**src/rtl/pixel_scheduler_if.sv**
```systemverilog
// Pixel result stream between the scheduler and the colour-map stage.
// master drives pix_valid/x/y/depth/last; slave drives pix_ready.
interface pixel_scheduler_if;
    logic       pix_valid;
    logic       pix_ready;
    logic [9:0] pix_x;
    logic [8:0] pix_y;
    logic [9:0] pix_depth;
    logic       pix_last;

    modport master (
        output pix_valid,
        output pix_x,
        output pix_y,
        output pix_depth,
        output pix_last,
        input  pix_ready
    );

    modport slave (
        input  pix_valid,
        input  pix_x,
        input  pix_y,
        input  pix_depth,
        input  pix_last,
        output pix_ready
    );
endinterface

```
**src/rtl/pixel_scheduler.sv**
```systemverilog
// Frame scheduler: raster walk, c generation, engine dispatch, in-order collect.
// Ports: sysclk, reset_n (async, active-low), frame_start, re_origin,
//   im_origin, step, max_iter_in; engine bank eng_start/eng_re_c/eng_im_c/
//   eng_max_iter/eng_done/eng_depth; pix (pixel stream, master); busy.
// Optional: SCHED_PERF_EN adds perf_cycles and perf_iter_sum.
module pixel_scheduler #(
    parameter int N_ENGINES   = 4,
    parameter int WORD_LENGTH = 32,
    parameter int H_RES       = 640,
    parameter int V_RES       = 480
) (
    input  logic                              sysclk,
    input  logic                              reset_n,
    input  logic                              frame_start,
    input  logic signed [WORD_LENGTH-1:0]     re_origin,
    input  logic signed [WORD_LENGTH-1:0]     im_origin,
    input  logic signed [WORD_LENGTH-1:0]     step,
    input  logic [9:0]                        max_iter_in,
    output logic [N_ENGINES-1:0]              eng_start,
    output logic [N_ENGINES*WORD_LENGTH-1:0]  eng_re_c,
    output logic [N_ENGINES*WORD_LENGTH-1:0]  eng_im_c,
    output logic [9:0]                        eng_max_iter,
    input  logic [N_ENGINES-1:0]              eng_done,
    input  logic [N_ENGINES*10-1:0]           eng_depth,
    pixel_scheduler_if.master                 pix,
    output logic                              busy
`ifdef SCHED_PERF_EN
    ,
    output logic [31:0]                       perf_cycles,
    output logic [31:0]                       perf_iter_sum
`endif
);

    localparam int PW = (N_ENGINES > 1) ? $clog2(N_ENGINES) : 1;
    localparam logic [9:0] LAST_X = 10'(H_RES - 1);
    localparam logic [8:0] LAST_Y = 9'(V_RES - 1);

    typedef enum logic [1:0] {
        S_IDLE,
        S_RUN,
        S_DRAIN
    } fsm_t;

    typedef enum logic [1:0] {
        SL_FREE,
        SL_GUARD,
        SL_BUSY,
        SL_DONE
    } slot_t;

    fsm_t                          state;
    slot_t                         slot_st [N_ENGINES];
    logic [9:0]                    slot_x  [N_ENGINES];
    logic [8:0]                    slot_y  [N_ENGINES];
    logic [9:0]                    slot_d  [N_ENGINES];

    logic [PW-1:0]                 disp_ptr;
    logic [PW-1:0]                 col_ptr;
    logic [9:0]                    gen_x;
    logic [8:0]                    gen_y;
    logic signed [WORD_LENGTH-1:0] re_org;
    logic signed [WORD_LENGTH-1:0] step_r;
    logic signed [WORD_LENGTH-1:0] re_acc;
    logic signed [WORD_LENGTH-1:0] im_acc;

    logic disp_go;
    logic col_go;
    logic accept;
    logic gen_last;
    logic frame_end;

    function automatic logic [PW-1:0] ptr_inc(input logic [PW-1:0] p);
        return (p == PW'(N_ENGINES - 1)) ? '0 : p + 1'b1;
    endfunction

    assign gen_last  = (gen_x == LAST_X) && (gen_y == LAST_Y);
    assign disp_go   = (state == S_RUN) && (slot_st[disp_ptr] == SL_FREE);
    assign accept    = pix.pix_valid && pix.pix_ready;
    // Collect only from the head slot, so results leave in raster order.
    assign col_go    = (state != S_IDLE)
                     && (slot_st[col_ptr] == SL_DONE)
                     && (!pix.pix_valid || pix.pix_ready);
    assign frame_end = (state == S_DRAIN) && accept && pix.pix_last;

    always_ff @(posedge sysclk or negedge reset_n) begin
        if (!reset_n) begin
            state         <= S_IDLE;
            busy          <= 1'b0;
            eng_start     <= '0;
            eng_re_c      <= '0;
            eng_im_c      <= '0;
            eng_max_iter  <= '0;
            re_org        <= '0;
            step_r        <= '0;
            re_acc        <= '0;
            im_acc        <= '0;
            gen_x         <= '0;
            gen_y         <= '0;
            disp_ptr      <= '0;
            col_ptr       <= '0;
            pix.pix_valid <= 1'b0;
            pix.pix_x     <= '0;
            pix.pix_y     <= '0;
            pix.pix_depth <= '0;
            pix.pix_last  <= 1'b0;
            for (int i = 0; i < N_ENGINES; i++) begin
                slot_st[i] <= SL_FREE;
                slot_x[i]  <= '0;
                slot_y[i]  <= '0;
                slot_d[i]  <= '0;
            end
        end else begin
            eng_start <= '0;

            for (int i = 0; i < N_ENGINES; i++) begin
                unique case (slot_st[i])
                    // Engine done still shows the previous pixel here.
                    SL_GUARD: slot_st[i] <= SL_BUSY;
                    SL_BUSY: begin
                        if (eng_done[i]) begin
                            slot_st[i] <= SL_DONE;
                            slot_d[i]  <= eng_depth[i*10 +: 10];
                        end
                    end
                    default: ;
                endcase

                if (disp_go && (disp_ptr == PW'(i))) begin
                    slot_st[i]   <= SL_GUARD;
                    slot_x[i]    <= gen_x;
                    slot_y[i]    <= gen_y;
                    eng_start[i] <= 1'b1;
                    eng_re_c[i*WORD_LENGTH +: WORD_LENGTH] <= re_acc;
                    eng_im_c[i*WORD_LENGTH +: WORD_LENGTH] <= im_acc;
                end

                if (col_go && (col_ptr == PW'(i))) begin
                    slot_st[i] <= SL_FREE;
                end
            end

            unique case (state)
                S_IDLE: begin
                    if (frame_start) begin
                        state        <= S_RUN;
                        busy         <= 1'b1;
                        eng_max_iter <= max_iter_in;
                        re_org       <= re_origin;
                        step_r       <= step;
                        re_acc       <= re_origin;
                        im_acc       <= im_origin;
                        gen_x        <= '0;
                        gen_y        <= '0;
                        disp_ptr     <= '0;
                        col_ptr      <= '0;
                    end
                end
                S_RUN: begin
                    if (disp_go) begin
                        disp_ptr <= ptr_inc(disp_ptr);
                        if (gen_x != LAST_X) begin
                            gen_x  <= gen_x + 1'b1;
                            re_acc <= re_acc + step_r;
                        end else begin
                            gen_x  <= '0;
                            re_acc <= re_org;
                            gen_y  <= gen_y + 1'b1;
                            im_acc <= im_acc - step_r;
                        end
                        if (gen_last) begin
                            state <= S_DRAIN;
                        end
                    end
                end
                S_DRAIN: begin
                    if (frame_end) begin
                        state <= S_IDLE;
                        busy  <= 1'b0;
                    end
                end
                default: state <= S_IDLE;
            endcase

            if (col_go) begin
                pix.pix_valid <= 1'b1;
                pix.pix_x     <= slot_x[col_ptr];
                pix.pix_y     <= slot_y[col_ptr];
                pix.pix_depth <= slot_d[col_ptr];
                pix.pix_last  <= (slot_x[col_ptr] == LAST_X)
                              && (slot_y[col_ptr] == LAST_Y);
                col_ptr       <= ptr_inc(col_ptr);
            end else if (pix.pix_ready) begin
                pix.pix_valid <= 1'b0;
            end
        end
    end

`ifdef SCHED_PERF_EN
    logic [31:0] cyc_cnt;
    logic [31:0] sum_acc;
    logic [32:0] sum_nxt;
    logic [31:0] sum_sat;

    assign sum_nxt = {1'b0, sum_acc} + {23'd0, pix.pix_depth};
    assign sum_sat = sum_nxt[32] ? '1 : sum_nxt[31:0];

    always_ff @(posedge sysclk or negedge reset_n) begin
        if (!reset_n) begin
            cyc_cnt       <= '0;
            sum_acc       <= '0;
            perf_cycles   <= '0;
            perf_iter_sum <= '0;
        end else if ((state == S_IDLE) && frame_start) begin
            cyc_cnt       <= '0;
            sum_acc       <= '0;
            perf_cycles   <= '0;
            perf_iter_sum <= '0;
        end else if (state != S_IDLE) begin
            cyc_cnt <= cyc_cnt + 1'b1;
            if (accept) begin
                sum_acc <= sum_sat;
            end
            // Count includes the accepting edge itself.
            if (frame_end) begin
                perf_cycles   <= cyc_cnt + 1'b1;
                perf_iter_sum <= sum_sat;
            end
        end
    end
`endif

endmodule

```
**src/flat_wrapper.sv**
```systemverilog
// flat-port wrapper written by rule: the top's interface ports become plain ports
module pixel_scheduler_flat 
#(
    parameter int N_ENGINES   = 4,
    parameter int WORD_LENGTH = 32,
    parameter int H_RES       = 640,
    parameter int V_RES       = 480
)
  (sysclk, reset_n, frame_start, re_origin, im_origin, step, max_iter_in, eng_start, eng_re_c, eng_im_c, eng_max_iter, eng_done, eng_depth, busy, pix_pix_valid, pix_pix_x, pix_pix_y, pix_pix_depth, pix_pix_last, pix_pix_ready);
  pixel_scheduler_if pix_i ();
  input  logic sysclk;
  input  logic reset_n;
  input  logic frame_start;
  input  logic signed [WORD_LENGTH-1:0] re_origin;
  input  logic signed [WORD_LENGTH-1:0] im_origin;
  input  logic signed [WORD_LENGTH-1:0] step;
  input  logic [9:0] max_iter_in;
  output logic [N_ENGINES-1:0] eng_start;
  output logic [N_ENGINES*WORD_LENGTH-1:0] eng_re_c;
  output logic [N_ENGINES*WORD_LENGTH-1:0] eng_im_c;
  output logic [9:0] eng_max_iter;
  input  logic [N_ENGINES-1:0] eng_done;
  input  logic [N_ENGINES*10-1:0] eng_depth;
  output logic busy;
  output wire logic [$bits(pix_i.pix_valid)-1:0] pix_pix_valid;
  output wire logic [$bits(pix_i.pix_x)-1:0] pix_pix_x;
  output wire logic [$bits(pix_i.pix_y)-1:0] pix_pix_y;
  output wire logic [$bits(pix_i.pix_depth)-1:0] pix_pix_depth;
  output wire logic [$bits(pix_i.pix_last)-1:0] pix_pix_last;
  input wire logic [$bits(pix_i.pix_ready)-1:0] pix_pix_ready;
  assign pix_pix_valid = pix_i.pix_valid;
  assign pix_pix_x = pix_i.pix_x;
  assign pix_pix_y = pix_i.pix_y;
  assign pix_pix_depth = pix_i.pix_depth;
  assign pix_pix_last = pix_i.pix_last;
  assign pix_i.pix_ready = pix_pix_ready;
  pixel_scheduler #(.N_ENGINES(N_ENGINES), .WORD_LENGTH(WORD_LENGTH), .H_RES(H_RES), .V_RES(V_RES)) u_core (.sysclk(sysclk), .reset_n(reset_n), .frame_start(frame_start), .re_origin(re_origin), .im_origin(im_origin), .step(step), .max_iter_in(max_iter_in), .eng_start(eng_start), .eng_re_c(eng_re_c), .eng_im_c(eng_im_c), .eng_max_iter(eng_max_iter), .eng_done(eng_done), .eng_depth(eng_depth), .pix(pix_i), .busy(busy));
endmodule
```
**config.mk**
```make
export PLATFORM = sky130hd
export DESIGN_NAME = pixel_scheduler_flat
export DESIGN_NICKNAME = d
export VERILOG_FILES = /design/src/rtl/pixel_scheduler_if.sv /design/src/rtl/pixel_scheduler.sv /design/src/flat_wrapper.sv
export SDC_FILE = /design/constraint.sdc
export NUM_CORES = 1
export LEC_CHECK = 0
export ABC_AREA = 1
export ABC_CLOCK_PERIOD_IN_PS = 3800
export BUFFER_PORTS_ARGS = -buffer_cell sky130_fd_sc_hd__clkbuf_2
export CAP_MARGIN = 5
export CELL_PAD_IN_SITES_DETAIL_PLACEMENT = 2
export CELL_PAD_IN_SITES_GLOBAL_PLACEMENT = 2
export CORE_MARGIN = 10
export CORE_UTILIZATION = 36
export DETAILED_ROUTE_END_ITERATION = 7
export PLACE_DENSITY = 0.95
export SYNTH_ARGS = -nofsm -noshare
export SYNTH_HDL_FRONTEND = slang
export SYNTH_SLANG_ARGS = --single-unit
```
**constraint.sdc**
```tcl
create_clock -name sysclk -period 3.8 [get_ports sysclk]
set_input_delay 0.19 -clock sysclk [delete_from_list [all_inputs] [get_ports sysclk]]
set_output_delay 0.19 -clock sysclk [all_outputs]
set_load 0.005 [all_outputs]
```
==> flow_metrics.py <==
metrics = {
    "power_and_ir_drop": {
        "p_int_mw": 17.98,
        "combPwrFrac_pct": 50.5,
        "swShare_pct": 50.77,
        "p_clk_share_pct": 18.9,
        "leakage_nw": 17.70,
        "p_switching_mw": 18.54,
        "fin_total_pwr_mw": 36.52,
        "power_density_mw_per_mm2": 1060,
        "power_frac_seq_pct": 30.6,
        "ir_drop_uv": 421.7,
    },
    "setup_path": {
        "crit_path_end_kind": "register",
        "crit_path_max_fanout": 42,
        "crit_required_ns": 4.31,
        "critical_path_arrival_ns": 3.70,
        "crit_type": "reg -> reg",
        "worst_setup_path_start_kind": "register",
    },
    "synthesis": {
        "ys_types": 43,
        "yosysTopAreaCell": "dfrtp_1",
        "yosysSeqAreaShare_pct": 52.71,
        "ys_seq_elements": 579,
        "avgSynthCellArea_sq_um": 8.198,
        "syn_area_sq_mm": 0.02749,
        "synth_cells": 3353,
        "synth_warnings": 0,
        "synth_ff_type": "dfrtp_1",
        "synthTopCellsByArea": "dfrtp_1, nand2_1, o21ai_0",
        "synth.top_cell.area_share_pct": 52.71,
        "async_flop_share_pct": 100.0,
        "yosysMostFrequentCell": "nand2_1",
        "ys_top_cells_by_count": "nand2_1, dfrtp_1, o21ai_0",
        "syn_nets": 3585,
        "synth-edff-count": 0,
    },
    "placed_design": {
        "pre_cts_slack_ns": 0.7153,
        "io_buffer_count": 455,
        "gp_congestion": 0.8941,
        "dp_hpwl_um": 91100,
        "dpl-instance-area_sq_mm": 0.03073,
    },
    "drt": {
        "wl_met3_um": 8704,
        "via_per_inst": 5.714,
        "route.met2.wl_um": 75060,
        "drt_first_iter_violations": 2148,
        "route.detailed.drc": 0,
        "topRoutingLayerUsed": "met5",
        "wl_um": 147500,
        "wl_per_cell_um": 29.81,
        "firstDrtPassIters": 5,
        "wl_met1_um": 54010,
        "vias": 28266,
        "ant_nets": 0,
    },
    "final_layout": {
        "synthToLayoutAreaGrowth_pct": 25.27,
        "nets": 4137,
        "drive_gt1_share_pct": 16.49,
        "stdcell_area_sq_mm": 0.03443,
    },
    "sta": {
        "slew_violations": 0,
        "skew_ns": 0.02939,
        "finalSetupViolations": 0,
        "setup_slack_ns": 0.6176,
        "finalHoldViolations": 1,
        "slew_headroom_pct": 26.95,
        "fin_setup_tns_ns": 0,
        "worstMarginPinSlew_ns": 1.096,
        "fin_crit_sh_pct": 83.75,
        "rsz0062_at_grt": "false",
        "fmax_mhz": 314.2,
        "holdWs_ns": -0.002131,
        "min_period_ns": 3.182,
    },
    "grt": {
        "antenna_found_initial": 17,
        "grt.total_usage_pct": 32.82,
        "overflow": 0,
        "grt_pass1_wl_um": 217100,
        "grt_pass1_vias": 32222,
        "grt_max_degree": 169,
    },
    "floorplan": {
        "rows": 101,
        "die_w_um": 296.3,
        "core_region_area_sq_mm": 0.07582,
        "die_area_sq_mm": 0.08781,
        "pin_count": 456,
        "start_util_pct": 36.25,
        "die_h_um": 296.3,
    },
    "clocking": {
        "cts.clk_slew.worst_paths_ns": 0.06,
        "cts_buffers": 68,
        "insertion_delay_ns": 0.63,
        "cts.sinks": 579,
        "cts_tree": "built",
        "cts-root-buf": "clkbuf_16",
        "cts_buffer_depth": 3,
        "htreeDepth": 3,
        "post-cts-setup-buffer-count": 0,
    },
    "outcome": {
        "violations": "negative hold slack",
        "status": "finished with violations",
    },
    "min_path": {
        "hold_path_class": "in -> reg",
    },
    "flow_run": {
        "drv_cap": 0,
    },
}
==> critical path, stage by stage, from the launching register on <==
cell and delay [ns]:
dfrtp_1 0.43, inv_1 0.17, nand2_1 0.10, nand3_1 0.13, nand3_2 0.15, nand2_1 0.10
inv_2 0.69, nor2_4 0.21, inv_2 0.66, a22oi_1 0.19, o21ai_1 0.21
==> layout make-up <==
cell class,instances,area (sq um)
Clock buffer,93,1897
Sequential cell,579,14490
Clock inverter,25,316.6
Multi-Input combinational cell,2302,11180
Tap cell,978,1224
Inverter,324,1221
Timing Repair Buffer,630,4064
Antenna cell,16,40.04
Fill cell,8254,41390
==> power by group through the flow <==
stage	registers, mW	clock network [mW]	logic [mW]
6_report	11.2	6.90	18.4
5_1_grt	11.3	7.18	19.8
4_1_cts	10.8	6.79	17.2
3_5_place_dp	10.8	0	16.5
3_3_place_gp	10.5	0	15.2
2_1_floorplan	10.1	0	9.61
==> metal layers <==
| metal | track usage (%) | vias up |
|---|---|---|
| met5 | 0 | - |
| met4 | 19.53 | 6 |
| met3 | 5.730 | 497 |
| met2 | 58.60 | 1290 |
| met1 | 36.19 | 14566 |
| li1 | - | 11907 |
==> through the flow <==
step	util [%]	instances
floorplan	-	3353
global placement	40.53	4668
detailed placement	40.53	4668
CTS	45.36	4931
global route	45.40	4943
finish	45.41	4947
==> cells by family (layout without fill, tap and decap cells) <==
kind of cell	Yosys count	in the layout	synth area share, %
flops	579	579	52.71
fa+ha+maj	78	78	3.605
compound gates	712	712	13.63
simple gates	1441	1441	20.72
other cells	0	16	0
buf+inv	472	1072	6.732
mux	38	38	1.557
xor+xnor	33	33	1.051
==> sequential cells by signal (all words and copies together) (netlist names), 10 cells and up <==
| signal | cells |
|---|---|
| u_core.eng_im_c | 128 |
| u_core.eng_re_c | 128 |
| u_core.slot_d | 40 |
| u_core.slot_x | 40 |
| u_core.slot_y | 36 |
| u_core.im_acc | 32 |
| u_core.re_acc | 32 |
| u_core.re_org | 32 |
| u_core.step_r | 32 |
| u_core.eng_max_iter | 10 |
| u_core.gen_x | 10 |
| u_core.pix.pix_depth | 10 |
| u_core.pix.pix_x | 10 |
==> layout by cell type, fill, tap and decap left out, types with 20 or more instances in the layout <==
master,instances
dfrtp_1,578
o21ai_0,457
nand3_1,106
mux2_2,38
a21oi_1,149
inv_1,312
nand2_1,1047
clkbuf_2,454
nor2_1,229
clkbuf_16,69
buf_4,22
xnor2_1,20
dlygate4sd3_1,145
ha_1,76
o22ai_1,27
==> final timing paths <==
kind                                    start                  end  slack [ns]  cells past startpoint
max                        u_core.disp_ptr[0]     u_core.im_acc[7]        0.62                     10
min                             im_origin[25]    u_core.im_acc[25]      -0.002                      5
max reg2reg                u_core.disp_ptr[0]     u_core.im_acc[7]        0.62                     10
min reg2reg                 u_core.re_org[28]    u_core.re_org[28]        0.48                      2
max in group asynchronous             reset_n  u_core.eng_re_c[89]        2.40                      3
min in group asynchronous             reset_n  u_core.eng_re_c[96]        0.28                      2
==> what timing repair did <==
action | in CTS | in global routing
hold endpoints to repair | 266 | 0
resized for setup | 0 | 0
hold buffers | 145 | 0
No activity file was read; power rests on OpenSTA's default activity.
